`config.mk`:
```
export PLATFORM = sky130hd
export DESIGN_NAME = lfsr_monitor
export DESIGN_NICKNAME = d
export VERILOG_FILES = /design/src/rtl/lfsr_pkg.sv /design/src/rtl/lfsr_step.sv /design/src/rtl/lfsr_monitor.sv
export SDC_FILE = /design/constraint.sdc
export NUM_CORES = 1
export LEC_CHECK = 0
export ABC_AREA = 1
export BUFFER_PORTS_ARGS = -buffer_cell sky130_fd_sc_hd__buf_2
export CAP_MARGIN = 20
export CORE_MARGIN = 5
export CORE_UTILIZATION = 40
export CTS_CLUSTER_SIZE = 24
export DETAILED_ROUTE_END_ITERATION = 7
export HOLD_SLACK_MARGIN = 0.03
export SYNTH_ARGS = -nofsm -noshare
export SYNTH_HDL_FRONTEND = slang
export SYNTH_SLANG_ARGS = --single-unit
export TNS_END_PERCENT = 50
```
`constraint.sdc`:
```
create_clock -name clk -period 4.17 [get_ports clk]
set_input_delay 0.6255 -clock clk [delete_from_list [all_inputs] [get_ports clk]]
set_output_delay 0.6255 -clock clk [all_outputs]
set_load 0.005 [all_outputs]
```
`src/rtl/lfsr_pkg.sv`:
```
// Shared definitions for the 6-bit LFSR stage, its monitor and benches.
package lfsr_pkg;

    localparam int LFSR_W = 6;
    localparam logic [LFSR_W-1:0] SEED = 6'b111111;

    typedef enum logic [1:0] {
        HUNT,
        SYNC,
        LOCK
    } mon_state_e;

    // Bit 5 feeds back into bit 0 and is folded into bit 3.
    function automatic logic [LFSR_W-1:0] lfsr_next(input logic [LFSR_W-1:0] s);
        return {s[4], s[3], s[2] ^ s[5], s[1], s[0], s[5]};
    endfunction

endpackage

```
`src/rtl/lfsr_step.sv`:
```
// One LFSR recurrence step: s -> nxt(s).
module lfsr_step
    import lfsr_pkg::*;
(
    input  logic [LFSR_W-1:0] s_i,
    output logic [LFSR_W-1:0] nxt_o
);

    assign nxt_o = lfsr_next(s_i);

endmodule

```
`src/rtl/lfsr_monitor.sv`:
```
// Checks an LFSR state stream: lock with flywheel, error count, seed period, stuck-at-zero.
module lfsr_monitor
    import lfsr_pkg::*;
#(
    parameter int LOCK_CNT   = 4,
    parameter int UNLOCK_CNT = 3,
    parameter int STUCK_CNT  = 2,
    parameter int ERR_W      = 8,
    parameter int PER_W      = 8
) (
    input  logic              clk,
    input  logic              rst,
    input  logic              in_valid,
    input  logic [LFSR_W-1:0] q_in,
    output logic              locked,
    output logic              err_pulse,
    output logic [ERR_W-1:0]  err_cnt,
    output logic [PER_W-1:0]  period,
    output logic              period_valid,
    output logic              stuck_zero
);

    localparam int MW = $clog2(LOCK_CNT + 1);
    localparam int NW = $clog2(UNLOCK_CNT + 1);
    localparam int ZW = $clog2(STUCK_CNT + 1);

    mon_state_e        state_q, state_d;
    logic [LFSR_W-1:0] prev_q, prev_d;
    logic [LFSR_W-1:0] pred;
    logic [MW-1:0]     match_cnt_q, match_cnt_d;
    logic [NW-1:0]     miss_cnt_q, miss_cnt_d;
    logic [ZW-1:0]     zero_cnt_q, zero_cnt_d;
    logic [PER_W-1:0]  per_cnt_q, per_cnt_d;
    logic              seen_seed_q, seen_seed_d;
    logic              err_pulse_q, err_pulse_d;
    logic [ERR_W-1:0]  err_cnt_q, err_cnt_d;
    logic [PER_W-1:0]  period_q, period_d;
    logic              period_valid_q, period_valid_d;

    lfsr_step u_step (
        .s_i   (prev_q),
        .nxt_o (pred)
    );

    always_comb begin
        state_d        = state_q;
        prev_d         = prev_q;
        match_cnt_d    = match_cnt_q;
        miss_cnt_d     = miss_cnt_q;
        zero_cnt_d     = zero_cnt_q;
        per_cnt_d      = per_cnt_q;
        seen_seed_d    = seen_seed_q;
        err_pulse_d    = 1'b0;
        err_cnt_d      = err_cnt_q;
        period_d       = period_q;
        period_valid_d = period_valid_q;

        if (in_valid) begin
            unique case (state_q)
                HUNT: begin
                    prev_d      = q_in;
                    match_cnt_d = '0;
                    state_d     = SYNC;
                end
                SYNC: begin
                    prev_d = q_in;
                    if (q_in == pred) begin
                        match_cnt_d = match_cnt_q + 1'b1;
                        if (match_cnt_d == MW'(LOCK_CNT)) begin
                            state_d    = LOCK;
                            miss_cnt_d = '0;
                        end
                    end else begin
                        match_cnt_d = '0;
                    end
                end
                LOCK: begin
                    // Flywheel: the prediction advances on its own, so one bad word costs one error.
                    prev_d = pred;
                    if (q_in != pred) begin
                        err_pulse_d = 1'b1;
                        if (err_cnt_q != '1) err_cnt_d = err_cnt_q + 1'b1;
                        miss_cnt_d = miss_cnt_q + 1'b1;
                        if (miss_cnt_d == NW'(UNLOCK_CNT)) state_d = HUNT;
                    end else begin
                        miss_cnt_d = '0;
                    end
                end
                default: state_d = HUNT;
            endcase

            if (q_in == SEED) begin
                if (seen_seed_q) begin
                    period_d       = (per_cnt_q == '1) ? '1 : per_cnt_q + 1'b1;
                    period_valid_d = 1'b1;
                end
                per_cnt_d   = '0;
                seen_seed_d = 1'b1;
            end else if (per_cnt_q != '1) begin
                per_cnt_d = per_cnt_q + 1'b1;
            end

            if (q_in == '0) begin
                if (zero_cnt_q != ZW'(STUCK_CNT)) zero_cnt_d = zero_cnt_q + 1'b1;
            end else begin
                zero_cnt_d = '0;
            end
        end
    end

    always_ff @(posedge clk or negedge rst) begin
        if (!rst) begin
            state_q        <= HUNT;
            prev_q         <= '0;
            match_cnt_q    <= '0;
            miss_cnt_q     <= '0;
            zero_cnt_q     <= '0;
            per_cnt_q      <= '0;
            seen_seed_q    <= 1'b0;
            err_pulse_q    <= 1'b0;
            err_cnt_q      <= '0;
            period_q       <= '0;
            period_valid_q <= 1'b0;
        end else begin
            state_q        <= state_d;
            prev_q         <= prev_d;
            match_cnt_q    <= match_cnt_d;
            miss_cnt_q     <= miss_cnt_d;
            zero_cnt_q     <= zero_cnt_d;
            per_cnt_q      <= per_cnt_d;
            seen_seed_q    <= seen_seed_d;
            err_pulse_q    <= err_pulse_d;
            err_cnt_q      <= err_cnt_d;
            period_q       <= period_d;
            period_valid_q <= period_valid_d;
        end
    end

    assign locked       = (state_q == LOCK);
    assign err_pulse    = err_pulse_q;
    assign err_cnt      = err_cnt_q;
    assign period       = period_q;
    assign period_valid = period_valid_q;
    assign stuck_zero   = (zero_cnt_q == ZW'(STUCK_CNT));

endmodule

```
==> flow_metrics.tcl <==
set metrics [dict create \
    setup_viol 0 \
    layout_common_cells "44 x nand2_1, 42 x dfrtp_1, 38 x inv_1" \
    totalWireLength_mm 4.261 \
    cp-start-kind "register" \
    die_area_sq_um 7259 \
    reg2reg_from "per_cnt_q[0]" \
    dr.pass1.iters 4 \
    relSlewSlack 0.3805 \
    drtIter0Drc 73 \
    route.detailed.drc 0 \
    place_congestion 0.7439 \
    p_leak_nw 1.281 \
    syn_to_final_growth_pct 14.27 \
    floorplan.initialDensity 0.4108 \
    syn_area_sq_um 2262 \
    cts.sinks 42 \
    startpoint "state_q[1]" \
    cp-end-kind "output pin" \
    hold_path_class "register to register" \
    clk_path_buf_depth 2 \
    grt_pass1_vias 1608 \
    groute.usage.overall 0.1274 \
    fin_crit_sh 0.4220 \
    vias 1712 \
    synth_cell_types 31 \
    finClkSkew_ps 4.707 \
    crit_type "register to output pin" \
    fin_setup_tns_ps 0 \
    cts_setup_buffers 0 \
    hpwlAfterDp_mm 3.160 \
    pre_cts_ws_ps 2207 \
    cts.repair.resized 0 \
    numPortBuffers 28 \
    nNetsFinal 305 \
    ir_drop_mv 0.2415 \
    grt_max_degree 43 \
    min_period_ps 1760 \
    antenna_found_initial 0 \
    synth_warnings 0 \
    via_per_inst 4.729 \
    die_height_um 85.20 \
    maxSlewViolCount 0 \
    clk_latency_ps 290 \
    ant_nets 0 \
    finalHoldViolations 0 \
    path_clk_slew_ps 80 \
    synth_nets 272 \
    async_flop_share 1.000 \
    grt_pass1_wl_mm 7.376 \
    tightest_slew_ps 929.2 \
    diodes 0 \
    final_common_cell "nand2_1" \
    syn_inst 257 \
    required_ps 3540 \
    drive_gt1_frac 0.2483 \
    tritoncts "done" \
    min_from "period_valid" \
    core_area_sq_um 5507 \
    drv_cap 0 \
    wl_per_cell_um 11.77 \
    htreeDepth 2 \
    cts_hold_buf 0 \
    finalWorstSetupSlack_ps 2410 \
    p_per_area_nw_per_um2 544.5 \
    die_w_um 85.20 \
    synth_edf_count 0 \
    grt_overflow 0 \
    seq_area_frac_synth 0.4646 \
    root_buffer "clkbuf_8" \
    status "finished, final reports clean" \
    cts_inserted_buffers 5 \
    rsz0062_at_grt "no" \
    ys_ff_latch 42 \
    rows 27 \
    crit_arrival_ps 1130 \
    max_freq_ghz 0.5683 \
    synth_top_flop_cell "dfrtp_1" \
    cp_max_fo 7 \
    syn_area_per_cell_sq_um 8.802 \
    pin_count 29 \
]
-- stage by stage --
stage	hold slack, ps	utilization	instances	cell area, sq um	power, mW
floorplan	329.9	-	257	2262	0.9667
finish	463.2	0.4694	362	2585	1.408
detailed placement	446.5	0.4490	355	2472	1.094
CTS	467.4	0.4694	362	2585	1.427
global route	502.6	0.4694	362	2585	1.530
global placement	441.5	0.4490	355	2472	1.089
-- where the power goes --
part	switching, mW	internal, mW
combinational	0.290	0.183
sequential	0.0968	0.513
clock	0.132	0.191
-- worst max-delay path: stages, from the launching register on --
cell and delay (ps):
dfrtp_1 400, inv_2 100, nor2_4 190, buf_2 150
-- kinds of logic after synthesis --
kind of cell / Yosys count / synth area share
and+or+nand+nor: 101 / 0.2312
buffers and inverters: 46 / 0.08296
xor gates and xnor gates: 16 / 0.06194
adders and majority gates: 6 / 0.03318
AOI/OAI and AO/OA: 46 / 0.1261
DFF: 42 / 0.4646
-- registers in the layout, indices dropped and copies added (netlist names) --
name / flops
seen_seed_q: 1
miss_cnt_q: 2
state_q: 2
err_pulse: 1
per_cnt_q: 8
zero_cnt_q: 2
match_cnt_q: 3
prev_q: 6
period_valid: 1
period: 8
err_cnt: 8
-- synth_stat cells, drive strengths merged (2+ instances only) --
library cell	n	area share
a22oi	7	0.023
ha	6	0.033
xor2	11	0.043
o22ai	5	0.014
o21ai	22	0.055
inv	44	0.074
nor3	5	0.020
xnor2	5	0.019
nand2	57	0.11
a21oi	10	0.027
nand3	21	0.051
dfrtp	42	0.46
nor2	15	0.038
or2	2	0.0055
-- path summary, 6_finish.rpt --
check                                endpoint  slack [ps]  cells past startpoint
worst max-delay path                   locked        2410                      3
worst min-delay path             period_valid         460                      2
worst max register to register   per_cnt_q[1]        2410                      8
worst min register to register   period_valid         460                      2
max in group asynchronous          err_cnt[5]        3120                      1
min in group asynchronous       zero_cnt_q[1]         470                      1
-- metal layers --
| layer | vias up | GRT usage | wire (um) |
|---|---|---|---|
| met1 | 784 | 0.1689 | 2079 |
| li1 | 891 | - | - |
| met3 | 8 | 0.03107 | 163 |
| met4 | 0 | 0.05612 | 73 |
| met2 | 29 | 0.1970 | 1944 |
| met5 | - | 0 | 0 |
-- area by class of cell --
| cell class | instances | area (sq um) |
|---|---|---|
| inverters | 44 | 167.7 |
| clock inverters | 1 | 30.03 |
| well taps | 72 | 90.09 |
| repair buffers | 28 | 140.1 |
| clock buffers | 6 | 82.58 |
| flip-flops and latches | 42 | 1051 |
| multi-input cells | 169 | 1023 |
| fillers | 523 | 2922 |
No activity file was read; power rests on OpenSTA's default activity.
